`src/rtl/controlador_sincronizacion_vga_if.sv`:
```
// rtl/controlador_sincronizacion_vga_if.sv - scan-timing bundle between the VGA sync controller and pixel generators
interface controlador_sincronizacion_vga_if #(
  parameter int COORD_W = 10
);
  logic               pix_en;
  logic               hsync;
  logic               vsync;
  logic               visible;
  logic [COORD_W-1:0] x;
  logic [COORD_W-1:0] y;
  logic               frame_start;

  modport master (
    input  pix_en,
    output hsync, vsync, visible, x, y, frame_start
  );

  modport slave (
    output pix_en,
    input  hsync, vsync, visible, x, y, frame_start
  );
endinterface

```
`src/rtl/controlador_sincronizacion_vga.sv`:
```
// rtl/controlador_sincronizacion_vga.sv - VGA horizontal/vertical sync FSMs, visible flag, coordinates and frame-start pulse
module controlador_sincronizacion_vga #(
  parameter int H_VISIBLE = 640,
  parameter int H_FP      = 16,
  parameter int H_SYNC    = 96,
  parameter int H_BP      = 48,
  parameter int V_VISIBLE = 480,
  parameter int V_FP      = 10,
  parameter int V_SYNC    = 2,
  parameter int V_BP      = 33,
  parameter int COORD_W   = 10
) (
  input  logic clk_referencia,
  input  logic reset,
  controlador_sincronizacion_vga_if.master vga
);

  localparam int H_TOTAL = H_VISIBLE + H_FP + H_SYNC + H_BP;
  localparam int V_TOTAL = V_VISIBLE + V_FP + V_SYNC + V_BP;

  localparam logic [COORD_W-1:0] H_LAST        = COORD_W'(H_TOTAL - 1);
  localparam logic [COORD_W-1:0] H_FRONT_START = COORD_W'(H_VISIBLE);
  localparam logic [COORD_W-1:0] H_SYNC_START  = COORD_W'(H_VISIBLE + H_FP);
  localparam logic [COORD_W-1:0] H_BACK_START  = COORD_W'(H_VISIBLE + H_FP + H_SYNC);
  localparam logic [COORD_W-1:0] V_LAST        = COORD_W'(V_TOTAL - 1);
  localparam logic [COORD_W-1:0] V_FRONT_START = COORD_W'(V_VISIBLE);
  localparam logic [COORD_W-1:0] V_SYNC_START  = COORD_W'(V_VISIBLE + V_FP);
  localparam logic [COORD_W-1:0] V_BACK_START  = COORD_W'(V_VISIBLE + V_FP + V_SYNC);

  typedef enum logic [1:0] {
    ST_VISIBLE,
    ST_FRONT,
    ST_SYNC,
    ST_BACK
  } scan_state_e;

  logic [COORD_W-1:0] h_cnt_q, h_cnt_d;
  logic [COORD_W-1:0] v_cnt_q, v_cnt_d;
  scan_state_e        h_state_q, h_state_d;
  scan_state_e        v_state_q, v_state_d;
  logic               h_wrap;
  logic               visible_d;

  logic               hsync_q;
  logic               vsync_q;
  logic               visible_q;
  logic [COORD_W-1:0] x_q;
  logic [COORD_W-1:0] y_q;
  logic               frame_start_q;

  // Next position and states; outputs are registered from these so they match the counters held.
  always_comb begin
    h_wrap    = (h_cnt_q == H_LAST);
    h_cnt_d   = h_wrap ? '0 : h_cnt_q + COORD_W'(1);
    v_cnt_d   = v_cnt_q;
    h_state_d = h_state_q;
    v_state_d = v_state_q;

    if (h_cnt_d == '0)                h_state_d = ST_VISIBLE;
    else if (h_cnt_d == H_FRONT_START) h_state_d = ST_FRONT;
    else if (h_cnt_d == H_SYNC_START)  h_state_d = ST_SYNC;
    else if (h_cnt_d == H_BACK_START)  h_state_d = ST_BACK;

    if (h_wrap) begin
      v_cnt_d = (v_cnt_q == V_LAST) ? '0 : v_cnt_q + COORD_W'(1);
      if (v_cnt_d == '0)                v_state_d = ST_VISIBLE;
      else if (v_cnt_d == V_FRONT_START) v_state_d = ST_FRONT;
      else if (v_cnt_d == V_SYNC_START)  v_state_d = ST_SYNC;
      else if (v_cnt_d == V_BACK_START)  v_state_d = ST_BACK;
    end

    visible_d = (h_state_d == ST_VISIBLE) && (v_state_d == ST_VISIBLE);
  end

  always_ff @(posedge clk_referencia or negedge reset) begin
    if (!reset) begin
      h_cnt_q       <= H_LAST;
      v_cnt_q       <= V_LAST;
      h_state_q     <= ST_BACK;
      v_state_q     <= ST_BACK;
      hsync_q       <= 1'b1;
      vsync_q       <= 1'b1;
      visible_q     <= 1'b0;
      x_q           <= '0;
      y_q           <= '0;
      frame_start_q <= 1'b0;
    end else begin
      frame_start_q <= 1'b0;
      if (vga.pix_en) begin
        h_cnt_q       <= h_cnt_d;
        v_cnt_q       <= v_cnt_d;
        h_state_q     <= h_state_d;
        v_state_q     <= v_state_d;
        hsync_q       <= (h_state_d != ST_SYNC);
        vsync_q       <= (v_state_d != ST_SYNC);
        visible_q     <= visible_d;
        x_q           <= visible_d ? h_cnt_d : '0;
        y_q           <= visible_d ? v_cnt_d : '0;
        frame_start_q <= (h_cnt_d == '0) && (v_cnt_d == '0);
      end
    end
  end

  assign vga.hsync       = hsync_q;
  assign vga.vsync       = vsync_q;
  assign vga.visible     = visible_q;
  assign vga.x           = x_q;
  assign vga.y           = y_q;
  assign vga.frame_start = frame_start_q;

endmodule
```
`src/flat_wrapper.sv`:
```
// flat-port wrapper written by rule: the top's interface ports become plain ports
module controlador_sincronizacion_vga_flat 
#(
  parameter int H_VISIBLE = 640,
  parameter int H_FP      = 16,
  parameter int H_SYNC    = 96,
  parameter int H_BP      = 48,
  parameter int V_VISIBLE = 480,
  parameter int V_FP      = 10,
  parameter int V_SYNC    = 2,
  parameter int V_BP      = 33,
  parameter int COORD_W   = 10
)
  (clk_referencia, reset, vga_pix_en, vga_hsync, vga_vsync, vga_visible, vga_x, vga_y, vga_frame_start);
  controlador_sincronizacion_vga_if #(.COORD_W(COORD_W)) vga_i ();
  input  logic clk_referencia;
  input  logic reset;
  input wire logic [$bits(vga_i.pix_en)-1:0] vga_pix_en;
  output wire logic [$bits(vga_i.hsync)-1:0] vga_hsync;
  output wire logic [$bits(vga_i.vsync)-1:0] vga_vsync;
  output wire logic [$bits(vga_i.visible)-1:0] vga_visible;
  output wire logic [$bits(vga_i.x)-1:0] vga_x;
  output wire logic [$bits(vga_i.y)-1:0] vga_y;
  output wire logic [$bits(vga_i.frame_start)-1:0] vga_frame_start;
  assign vga_i.pix_en = vga_pix_en;
  assign vga_hsync = vga_i.hsync;
  assign vga_vsync = vga_i.vsync;
  assign vga_visible = vga_i.visible;
  assign vga_x = vga_i.x;
  assign vga_y = vga_i.y;
  assign vga_frame_start = vga_i.frame_start;
  controlador_sincronizacion_vga #(.H_VISIBLE(H_VISIBLE), .H_FP(H_FP), .H_SYNC(H_SYNC), .H_BP(H_BP), .V_VISIBLE(V_VISIBLE), .V_FP(V_FP), .V_SYNC(V_SYNC), .V_BP(V_BP), .COORD_W(COORD_W)) u_core (.clk_referencia(clk_referencia), .reset(reset), .vga(vga_i));
endmodule
```
`config.mk`:
```
export PLATFORM = sky130hd
export DESIGN_NAME = controlador_sincronizacion_vga_flat
export DESIGN_NICKNAME = d
export VERILOG_FILES = /design/src/rtl/controlador_sincronizacion_vga_if.sv /design/src/rtl/controlador_sincronizacion_vga.sv /design/src/flat_wrapper.sv
export SDC_FILE = /design/constraint.sdc
export NUM_CORES = 1
export LEC_CHECK = 0
export BUFFER_PORTS_ARGS = -buffer_cell sky130_fd_sc_hd__buf_2
export CAP_MARGIN = 25
export CORE_MARGIN = 2
export CORE_UTILIZATION = 50
export CTS_BUF_LIST = sky130_fd_sc_hd__clkbuf_8 sky130_fd_sc_hd__clkbuf_16
export CTS_CLUSTER_DIAMETER = 100
export DETAILED_ROUTE_END_ITERATION = 16
export GPL_TIMING_DRIVEN = 1
export HOLD_SLACK_MARGIN = 0.08
export PLACE_DENSITY = 0.71
export SYNTH_ARGS = -nofsm -noshare
export SYNTH_HDL_FRONTEND = slang
export SYNTH_SLANG_ARGS = --single-unit
```
`constraint.sdc`:
```
create_clock -name clk_referencia -period 2.4 [get_ports clk_referencia]
set_clock_uncertainty 0.05 [all_clocks]
set_input_delay 0.48 -clock clk_referencia [delete_from_list [all_inputs] [get_ports clk_referencia]]
set_output_delay 0.48 -clock clk_referencia [all_outputs]
set_load 0.05 [all_outputs]
```
==> run summary, run 1 <==
After the flow finishes, the layout carries non-filler instances totaling 507. Total power for the finished layout comes to 3.18 mW. The most frequently used flop master after synthesis is sky130_fd_sc_hd__dfrtp_1.

The floorplan die area is 7140 um2. The share of final-layout standard cells stronger than drive strength 1 came out at 45.1%. The final reports fail on negative setup slack. The pin count of the biggest net entering global routing is 49. Cells fill 68.2% of the core in the end. The data arrival time of the critical path is 2790 ps. The cell count after placement is 480. The number of vias per cell after detailed routing came out at 5.90. The pre-antenna-repair detailed-routing pass consisted of 5 iterations. The number of hold violations in the final report is 0. The number of warnings issued by yosys is 0. The switching component of the power is 1.19 mW. The post-detailed-placement half-perimeter wirelength is 5.87 mm. The clock tree from TritonCTS is done. The startpoint identified for the worst register-to-register timing path is u_core.v_cnt_q[0]$_DFFE_PN0P_. The mean instance size in the synthesized netlist is 9.53 um2.

The part of the total power dissipated in combinational logic came out at 45.5%. The share of total power in sequential cells is 34.8%. For this run, asynchronously set or reset flops after synthesis account for 100%. The initial standard-cell utilization of the core came out at 51.3%. The number of violations of the max-capacitance limit is 0.

The core outline area came out at 6310 um2. Setup violations remaining at the end of the flow were counted as 28. Headroom to the max-slew limit came out at 58.1%.

The classification of the worst-slack hold path is input pin to asynchronous set/reset pin. The maximum level of the CTS H-tree is 2. The count of different cell masters after synthesis is 69. The count of pins on the block boundary is 27. The total inserted antenna cells is 0. The initial DRC count came out at 292.

The count of clock tree sinks is 48. The clock latency at the later pin of the worst-skew pair came out at 310 ps. The final worst setup slack is -249 ps. The highest ir drop seen on vdd is 0.000632 V.

The depth of the worst register-to-register path is 9. The net count of the mapped netlist is 348. Dividing the final minimum period by the clock period gives 110%.

Based on the critical path, the design can be clocked at up to 378 MHz. The initial antenna violation count was 0. The worst register-to-register path has a setup slack of -250 ps. The overall via count from detail_route is 2,990.

After layout, the minimum clock period comes to 2650 ps. The kind of start point of the critical path is a flip-flop. The root buffer cell chosen for the clock tree is sky130_fd_sc_hd__clkbuf_8. Input and output buffers added on the ports amount to 26. The total detailed-routing wirelength came out at 9.03 mm. In this run switching power makes up 37.5% of total power. Summed over all cells, the static leakage comes to 1.90 nW.

STA classifies the critical path endpoint as a flip-flop. The post-detailed-route wirelength per cell is 17.8 um. At the pin with the least slew margin, the transition time is 628 ps. The placed cell area is 3870 um2. Buffers inserted to repair hold after CTS numbered 0.

In this run the critical register-to-register path is captured at u_core.vga.y[1]$_DFFE_PN0P_. The tightest hold path in the finished design has a slack of 215 ps. The power per cell area is 737 nW/um2. The area of all placed cells without fillers is 4310 um2. The floorplan has 29 rows. The final antenna-violating net count is 0. The global route total overflow is 0. The number of flops mapped to enable cells by yosys came out at 0. The global-route wire length before repair is 14.1 mm.

The cell-internal power came out at 1.99 mW. The number of global-route vias before repair is 2,911. The top fanout value on the critical path is 11.

Setup repair after global routing could not meet its margin everywhere. The total negative slack for setup checks came out at -4620 ps. The clock buffer count from CTS came out at 5.

In the routed design, unresolved DRC markers number 0. The number of nets in the final layout is 437. The setup slack after placement came out at -198 ps.

After synthesis the netlist holds a flip-flop and latch count of 48. The clock network fraction of total power is 19.6%. Clock-pin slew was measured on the worst setup and hold paths at 100 ps.

The summed instance area of the synthesized netlist is 3240 um2. The maximum clock path buffer count came out at 2. The data required time of the critical path is 2540 ps.

The aggregate global-route resource usage came out at 24.5%. The area growth from synthesis to final layout is 32.8%. The sequential cell area fraction in the yosys report came out at 37.7%. At the end of routability-driven placement, the weighted congestion stood at 0.948. The flow ran to the end, but the final reports show violations. The critical path start-end classification is flip-flop to flip-flop. Measured along the y axis, the die boundary spans 84.5 um.

The number of pins with negative max-slew slack in the final report was 0. The width of the chip is 84.5 um. The number of instances in the synthesized netlist is 340.
-- worst max-delay path by stage --
stage	startpoint	endpoint	slack [ps]	cells past startpoint
floorplan	u_core.v_cnt_q[0]$_DFFE_PN0P_	u_core.vga.y[5]$_DFFE_PN0P_	-30	11
global placement	u_core.v_cnt_q[1]$_DFFE_PN0P_	u_core.vga.y[1]$_DFFE_PN0P_	-110	9
detailed placement	u_core.v_cnt_q[1]$_DFFE_PN0P_	u_core.vga.y[1]$_DFFE_PN0P_	-200	9
CTS	u_core.v_cnt_q[1]$_DFFE_PN0P_	u_core.vga.y[1]$_DFFE_PN0P_	-190	9
global route	u_core.v_cnt_q[1]$_DFFE_PN0P_	u_core.vga.y[1]$_DFFE_PN0P_	-350	9
finish	u_core.v_cnt_q[0]$_DFFE_PN0P_	u_core.vga.y[1]$_DFFE_PN0P_	-250	9
-- cells by family after synthesis --
kind of cell	count (synthesis)	share of synthesized area, %
AOI/OAI and AO/OA	80	20.2
xor gates and xnor gates	27	7.29
adders and majority gates	5	1.93
buffers and inverters	49	7.87
DFF	48	37.7
muxes	8	2.62
and+or+nand+nor	123	22.4
-- cell type report --
class,count,area [um2]
clock buffers,5,68.8
repair buffers,111,805
clock inverters,3,46.3
multi-input cells,243,1990
fillers,476,2010
well taps,77,96.3
flip-flops and latches,48,1220
inverters,20,75.1
-- power by group through the flow --
| stage | Combinational (mW) | Clock (mW) | Sequential, mW |
|---|---|---|---|
| finish | 1.45 | 0.623 | 1.11 |
| global route | 1.54 | 0.653 | 1.12 |
| CTS | 1.22 | 0.632 | 1.09 |
| detailed placement | 1.13 | 0 | 1.11 |
| global placement | 1.10 | 0 | 1.10 |
| floorplan | 0.808 | 0 | 1.03 |
-- cell usage after synthesis (all sizes together) (9+ instances only) --
cell     instances  area share (%)
nand2           25             2.9
dfrtp           32              25
nor3            13             2.2
nor2            19             2.2
o21ai           13             2.0
buf             25             5.1
nand4           12             2.7
xnor2           17             4.6
nand3           13             2.0
dfstp           16              13
xor2            10             2.7
o22ai            9             3.1
o2bb2ai         11             3.4
a21oi           14             2.2
inv             20             2.3
-- worst max-delay path, cell delays in order, from the launching register on --
cell,delay (ps)
sky130_fd_sc_hd__dfrtp_1,420
sky130_fd_sc_hd__ha_4,180
sky130_fd_sc_hd__nand3b_1,240
sky130_fd_sc_hd__nor4b_4,400
sky130_fd_sc_hd__o32ai_4,150
sky130_fd_sc_hd__or4_4,550
sky130_fd_sc_hd__and3_4,200
sky130_fd_sc_hd__o2111ai_2,80
sky130_fd_sc_hd__buf_12,180
sky130_fd_sc_hd__o22ai_1,80
-- registers in the layout (all words and copies together), names as in the netlist --
register,cells
u_core.v_state_q,2
u_core.vga.y,10
u_core.vga.x,10
u_core.vga.vsync,1
u_core.v_cnt_q,10
u_core.vga.frame_start,1
u_core.h_state_q,2
u_core.vga.hsync,1
u_core.vga.visible,1
u_core.h_cnt_q,10
-- routing by layer --
metal / track usage, % / wire, um / vias to the layer above
met4: 8.37 / 149 / 0
met5: 0 / 0 / -
met2: 38.2 / 4260 / 108
met1: 34.2 / 3970 / 1458
li1: - / - / 1405
met3: 4.72 / 653 / 19
-- cells in the final DEF (no fill, tap or decap), types with 4 or more instances in the layout --
cell	n
sky130_fd_sc_hd__dfrtp_1	32
sky130_fd_sc_hd__xor2_1	10
sky130_fd_sc_hd__nor3_1	9
sky130_fd_sc_hd__nor2_1	19
sky130_fd_sc_hd__a21oi_1	13
sky130_fd_sc_hd__and3_1	5
sky130_fd_sc_hd__buf_4	80
sky130_fd_sc_hd__o22ai_2	7
sky130_fd_sc_hd__o2bb2ai_1	9
sky130_fd_sc_hd__buf_2	26
sky130_fd_sc_hd__o21ai_0	10
sky130_fd_sc_hd__mux2_2	4
sky130_fd_sc_hd__nand2_1	25
sky130_fd_sc_hd__xnor2_1	16
sky130_fd_sc_hd__dfstp_2	16
sky130_fd_sc_hd__nand4_1	10
sky130_fd_sc_hd__nand3_1	13
sky130_fd_sc_hd__clkbuf_8	5
sky130_fd_sc_hd__inv_1	18
-- repair_timing --
| item | 4_1_cts | 5_1_grt |
|---|---|---|
| pin swaps | 7 | 3 |
| endpoints found under the hold margin | 0 | 0 |
| endpoints found under the setup margin | 27 | 28 |
| buffers inserted | 7 | 12 |
| resized for setup | 20 | 14 |
Power figures use the tool's default switching activity.
==> inputs of run 2 (changes only) <==
CORE_MARGIN = 5   (was 2)
RECOVER_POWER = 25   (was unset)
==> run summary, run 2 (same netlist as run 1, synthesis figures left out) <==
The flow ran to the end, but the final reports show violations. The final reports fail on negative setup slack. The number of nets in the final layout was 442 (+1.1%). The transition at the pin with the smallest max-transition slack came out at 1180 ps (+551 ps). The hold-fix buffer count after cts is 0 (unchanged).

The post-route core utilization is 71.8% (+3.5 points). The area growth from synthesis to final layout came out at 39.8%. The maximum level of the CTS H-tree is 2 (unchanged).

The hold slack came to 435 ps (+220 ps). The tightest slew margin relative to the limit came out at 21.3% (-37 points). The clock buffer count from CTS is 5 (unchanged).

The overall via count from detail_route came to 3,197 (+6.9%). The total detailed-routing wirelength is 10.1 mm (+12%). STA classifies the critical path startpoint as a flip-flop. The core outline area is 6310 um2 (unchanged).

The area occupied by multi-input gates is 2150 um2 (+7.9%). The classification of the worst-slack hold path is input pin to asynchronous set/reset pin. The total inserted antenna cells is 0 (unchanged). The final period utilization is 110% (-0.34 points).

The power per cell area is 695 nW/um2 (-5.7%). The top cell types in the final layout, fill and taps aside, are sky130_fd_sc_hd__buf_4, sky130_fd_sc_hd__dfrtp_1, sky130_fd_sc_hd__buf_2. The initial DRC count came to 313 (+7.2%). The number of pins with negative max-slew slack in the final report is 0 (unchanged). The final cell count without fillers is 512 (+0.99%). The floorplan die area came out at 8190 um2 (+15%). The aggregate global-route resource usage came to 21.9% (-2.6 points). The final number of setup-violating endpoints is 26 (-7.1%).

The area taken by flip-flops and latches is 1220 um2 (+0.31%). Setup repair after global routing could not meet its margin everywhere. TritonCTS built the clock tree. The final weighted congestion in routability-driven placement is 1.00 (+5.8%).

The number of vias per cell after detailed routing came out at 6.24 (+5.9%). The highest ir drop seen on vdd came to 0.000466 V (-26%). By startpoint and endpoint, the worst setup path is classified as flip-flop to flip-flop. The pin count of the biggest net entering global routing is 49 (unchanged). The initial antenna violation count came out at 0 (unchanged). The number of global-route vias before repair came to 3,053 (+4.9%). The root buffer cell chosen for the clock tree is sky130_fd_sc_hd__clkbuf_8. The share of final-layout standard cells stronger than drive strength 1 is 50.3% (+5.2 points).

The setup slack after placement is -173 ps (+25.4 ps). The total negative slack for setup checks is -4220 ps (+396 ps). The maximum clock path buffer count came to 2 (unchanged). The floorplan row count came out at 29 (unchanged). The initial standard-cell utilization of the core was 51.3% (unchanged). The area of all placed cells without fillers came out at 4530 um2 (+5.2%). The global-route wire length before repair is 14.9 mm (+6.1%). The final antenna-violating net count is 0 (unchanged). The count of buffers from port buffering is 26 (unchanged). Leaving out fill and tap cells, the most frequent cell in the layout is sky130_fd_sc_hd__buf_4.

The width of the chip is 90.5 um (+7.1%). The final total power came out at 3.15 mW (-0.84%). The data arrival time of the critical path is 2770 ps (-20 ps).

The post-detailed-placement half-perimeter wirelength came out at 6.09 mm (+3.8%). The worst setup path is captured at a flip-flop. The upper clock frequency limit is 379 MHz (+0.30%). The data required time of the critical path is 2530 ps (about the same). The leakage power of the design is 1.97 nW (+4.0%). The DRC violation count after routing came out at 0 (unchanged). The cell count after placement is 478 (-0.42%). The final worst setup slack came out at -241 ps (+8.05 ps). The top fanout value on the critical path came out at 6 (-5). The placed cell area is 3840 um2 (-0.71%). The count of pins on the block boundary came out at 27 (unchanged).

The number of hold violations in the final report came out at 0 (unchanged). The clock transition time at the flip-flop clock pins of the worst setup and hold paths came out at 100 ps (about the same). The post-detailed-route wirelength per cell came out at 19.8 um (+11%). The filler cell count in the final layout came to 431 (-9.5%). The count of clock tree sinks is 48 (unchanged). The minimum clock period after layout came out at 2640 ps (-8.05 ps). The clock latency at the later pin of the worst-skew pair is 310 ps (about the same). The first-pass detailed-route iteration total came out at 5 (unchanged). The global route total overflow is 0 (unchanged).

The overall die height is 90.5 um (+7.1%). The number of violations of the max-capacitance limit was 0 (unchanged).
[run 2: cell count changes in the layout (fill, tap and decap cells not counted), sizes merged]
cell    before  now
buf        111  115
clkbuf       5    7
bufinv       1    0
[run 2: path summary, 6_finish.rpt]
path / startpoint / cells after the start / endpoint / slack (ps)
min: reset / 2 / u_core.vga.y[7]$_DFFE_PN0P_ / 430
min in group clk_referencia: u_core.vga.x[6]$_DFFE_PN0P_ / 1 / u_core.vga.x[6]$_DFFE_PN0P_ / 450
max in group asynchronous: reset / 2 / u_core.h_cnt_q[5]$_DFFE_PN0P_ / 1070
max reg2reg: u_core.v_cnt_q[0]$_DFFE_PN0P_ / 11 / u_core.vga.y[1]$_DFFE_PN0P_ / -240
max: u_core.v_cnt_q[0]$_DFFE_PN0P_ / 11 / u_core.vga.y[1]$_DFFE_PN0P_ / -240
min reg2reg: u_core.vga.x[6]$_DFFE_PN0P_ / 1 / u_core.vga.x[6]$_DFFE_PN0P_ / 450
[run 2: critical path: stages, from the launching register on]
cell and delay (ps):
sky130_fd_sc_hd__dfrtp_1 440, sky130_fd_sc_hd__ha_4 210, sky130_fd_sc_hd__buf_6 120, sky130_fd_sc_hd__buf_6 120, sky130_fd_sc_hd__nor4b_4 300, sky130_fd_sc_hd__a41oi_2 70, sky130_fd_sc_hd__a21o_1 250, sky130_fd_sc_hd__a2111oi_4 410
sky130_fd_sc_hd__o221ai_4 170, sky130_fd_sc_hd__o2111ai_4 150, sky130_fd_sc_hd__buf_12 170, sky130_fd_sc_hd__o22ai_2 60
[run 2: what timing repair did]
| action | in CTS | in global routing |
|---|---|---|
| gates cloned | 1 | 0 |
| buffers inserted | 13 | 12 |
| endpoints found under the hold margin | 0 | 0 |
| pin swaps | 22 | 17 |
| endpoints found under the setup margin | 27 | 28 |
| resized for setup | 29 | 46 |
[run 2: layer usage]
| layer | vias up | GRT usage (%) | part of all wire, % |
|---|---|---|---|
| met4 | 0 | 4.96 | 3.0 |
| met5 | - | 0 | 0 |
| met3 | 38 | 4.25 | 7.1 |
| li1 | 1421 | - | - |
| met2 | 158 | 35.1 | 47 |
| met1 | 1580 | 30.4 | 42 |
[run 2: area by class of cell]
| cell class | instances | share of cell area (%) |
|---|---|---|
| Multi-Input combinational cell | 243 | 47.5 |
| Sequential cell | 48 | 27.0 |
| Timing Repair Buffer | 116 | 19.6 |
| Tap cell | 77 | 2.13 |
| Clock buffer | 6 | 1.82 |
| Inverter | 20 | 1.71 |
| Clock inverter | 2 | 0.249 |
[run 2: report_power, final]
| part | switching, mW | internal, mW | total [mW] |
|---|---|---|---|
| registers | 0.184 | 0.951 | 1.14 |
| logic | 0.761 | 0.724 | 1.49 |
| clock network | 0.296 | 0.231 | 0.527 |
| total | 1.24 | 1.91 | 3.15 |
==> inputs of run 3 (changes only) <==
CORE_UTILIZATION = 54   (was 50)
PLACE_DENSITY = 0.76   (was 0.71)
clock period = 2.33 ns   (was 2.4 ns; I/O delays follow)
==> run summary, run 3 (same netlist as run 1, synthesis figures left out) <==
The global-route track usage on met3 is 4.64% (+0.39 points). The hold slack is 443 ps (+8.26 ps). The share of final-layout standard cells stronger than drive strength 1 came to 51.6% (+1.2 points).

The number of hold violations in the final report came out at 0 (unchanged). The met1 track utilization from global routing came out at 35.6% (+5.3 points). The area growth from synthesis to final layout came out at 43.0%. The data arrival time of the critical path came out at 3030 ps (+260 ps). The highest-delay cell along the critical path is sky130_fd_sc_hd__dfrtp_1.

The final total power came out at 3.38 mW (+7.5%). The combined buffer and inverter count along the critical path came out at 3 (unchanged). The global routing stage identified its most utilized layer as met2. Following the worst setup path forward leads to its endpoint at u_core.vga.y[1]$_DFFE_PN0P_. The highest cell delay on the worst timing path came out at 460 ps (+20 ps). The total inserted antenna cells is 0 (unchanged). The number of pins with negative max-slew slack in the final report came out at 0 (unchanged). The final period utilization is 122% (+12 points). The floorplan die area was 7650 um2 (-6.6%). The setup slack after placement came out at -230 ps (-56.7 ps). Walking the worst path, the cells encountered are buf_4 > nor3b_2 > nand4_4 > buf_6 > a211oi_4 > and4_1 > or3_4 > o2111ai_4 > buf_12 > o22ai_4. The clock tree from TritonCTS is done. The pin count of the biggest net entering global routing is 49 (unchanged). The clock buffer count from CTS came out at 5 (unchanged).

The final cell count without fillers was 519 (+1.4%). The number of global-route vias before repair is 3,239 (+6.1%). The highest ir drop seen on vdd came out at 0.000527 V (+13%). The first-pass detailed-route iteration total came to 5 (unchanged). The initial antenna violation count came out at 0 (unchanged). The tightest slew margin relative to the limit came out at 16.5% (-4.9 points). The data required time of the critical path came out at 2510 ps (-20 ps). The overall die height came out at 87.5 um (-3.4%). The area occupied by multi-input gates came out at 2170 um2 (+0.70%). The final antenna-violating net count is 0 (unchanged).

The cell count after placement is 495 (+3.6%). The area taken by flip-flops and latches is 1220 um2 (-0.20%). The critical path launch point is u_core.v_cnt_q[5]$_DFFE_PN0P_.

The post-route core utilization was 78.8% (+7.0 points). The overall via count from detail_route came to 3,552 (+11%). The classification of the worst-slack hold path is input pin to asynchronous set/reset pin. The initial DRC count came to 473 (+51%).

The number of violations of the max-capacitance limit came out at 0 (unchanged). The post-detailed-route wirelength per cell came out at 23.4 um (+18%). The transition at the pin with the smallest max-transition slack came out at 1250 ps (+73.1 ps).

The DRC violation count after routing came out at 0 (unchanged). The upper clock frequency limit is 351 MHz (-7.3%). The number of vias per cell after detailed routing came out at 6.84 (+9.6%). In the layout the commonest cells are sky130_fd_sc_hd__buf_4, sky130_fd_sc_hd__dfrtp_1, sky130_fd_sc_hd__buf_2. The floorplan row count came out at 28 (-3.4%). The worst reg-to-reg setup slack is -520 ps (-280 ps). The top fanout value on the critical path came out at 6 (unchanged). The post-detailed-placement half-perimeter wirelength came out at 6.17 mm (+1.2%). The filler cell count in the final layout is 311 (-28%). The final number of setup-violating endpoints came to 30 (+15%). The maximum clock path buffer count is 2 (unchanged).

The aggregate global-route resource usage came to 28.1% (+6.2 points). In this design, the largest share of critical-path delay is due to simple AND/OR/NAND/NOR gates. The final weighted congestion in routability-driven placement came out at 0.931 (-7.1%). Setup repair after global routing could not meet its margin everywhere. The final worst setup slack is -518 ps (-277 ps). In this run the critical register-to-register path is launched from u_core.v_cnt_q[5]$_DFFE_PN0P_. The clock latency at the later pin of the worst-skew pair was 320 ps (about the same). The core outline area was 5890 um2 (-6.8%). The total detailed-routing wirelength was 12.1 mm (+20%). The hold-fix buffer count after cts is 0 (unchanged). The power per cell area came to 730 nW/um2 (+5.0%). The count of buffers from port buffering is 26 (unchanged). The number of nets in the final layout came out at 451 (+2.0%).

The count of clock tree sinks came out at 48 (unchanged). The endpoint of the lowest-slack register-to-register path is u_core.vga.y[1]$_DFFE_PN0P_. The most frequent standard cell in the layout excluding fill and tap cells is sky130_fd_sc_hd__buf_4. The critical path start-end classification is flip-flop to flip-flop. The met2 capacity usage during global routing came to 46.8% (+12 points). The maximum level of the CTS H-tree is 2 (unchanged).

The depth of the worst register-to-register path was 10 (-1). The count of pins on the block boundary is 27 (unchanged). The run finished, with violations left.

The checks that failed: negative setup slack. The critical path depth is 10 (-1). The tree is rooted in a sky130_fd_sc_hd__clkbuf_8. The initial standard-cell utilization of the core came out at 55.1% (+3.7 points). The global route total overflow is 0 (unchanged).

The global-route wire length before repair is 16.6 mm (+11%). The leakage power of the design was 2.03 nW (+2.6%). The minimum clock period after layout was 2850 ps (+207 ps). The clock transition time at the flip-flop clock pins of the worst setup and hold paths came out at 100 ps (about the same). The worst setup path is launched from a flip-flop. The endpoint kind of the worst setup timing path is a flip-flop. The width of the chip is 87.5 um (-3.4%).
==> run 3: through the flow <==
step | TNS, ps | cell area (um2)
2_1_floorplan | -1000 | 3310
3_3_place_gp | -3540 | 3980
3_5_place_dp | -4350 | 3980
4_1_cts | -5180 | 4390
5_1_grt | -12770 | 4640
6_report | -10970 | 4640
==> run 3: area by class of cell <==
cell class | count | area share, %
Sequential cell | 48 | 26.4
Multi-Input combinational cell | 243 | 46.7
Inverter | 20 | 1.73
Clock buffer | 6 | 1.78
Tap cell | 75 | 2.02
Timing Repair Buffer | 125 | 21.1
Clock inverter | 2 | 0.243
==> run 3: where the power goes <==
group	leakage, nW	switching (mW)	total [mW]	internal (mW)
registers	0.610	0.171	1.15	0.979
clock network	0.0486	0.321	0.559	0.238
logic	1.37	0.895	1.67	0.779
==> run 3: worst min-delay path by stage <==
stage	from	endpoint	cells after the start
6_report	reset	u_core.vga.y[2]$_DFFE_PN0P_	2
5_1_grt	u_core.vga.y[9]$_DFFE_PN0P_	u_core.vga.y[9]$_DFFE_PN0P_	1
3_3_place_gp	u_core.vga.x[6]$_DFFE_PN0P_	u_core.vga.x[6]$_DFFE_PN0P_	1
4_1_cts	reset	u_core.v_cnt_q[5]$_DFFE_PN0P_	2
3_5_place_dp	u_core.vga.x[1]$_DFFE_PN0P_	u_core.vga.x[1]$_DFFE_PN0P_	1
2_1_floorplan	reset	u_core.h_cnt_q[5]$_DFFE_PN0P_	0
==> run 3: layer usage <==
metal / part of all wire [%] / vias to the layer above
li1: - / 1445
met1: 37 / 1709
met5: 0 / -
met3: 10 / 96
met4: 5.9 / 0
met2: 47 / 302
==> run 3: what timing repair did <==
item                                   4_1_cts  5_1_grt
setup buffers                               12        7
pin swaps                                   15       25
gates cloned                                 1        0
setup endpoints to repair                   28       35
endpoints found under the hold margin        0        0
gates resized for setup                     39       41
==> run 3: worst reg2reg max path, cell delays in order (launching register included) <==
cell                        delay [ps]
sky130_fd_sc_hd__dfrtp_1           460
sky130_fd_sc_hd__buf_4             190
sky130_fd_sc_hd__nor3b_2           450
sky130_fd_sc_hd__nand4_4           220
sky130_fd_sc_hd__buf_6             170
sky130_fd_sc_hd__a211oi_4          210
sky130_fd_sc_hd__and4_1            280
sky130_fd_sc_hd__or3_4             170
sky130_fd_sc_hd__o2111ai_4         190
sky130_fd_sc_hd__buf_12            210
sky130_fd_sc_hd__o22ai_4           150
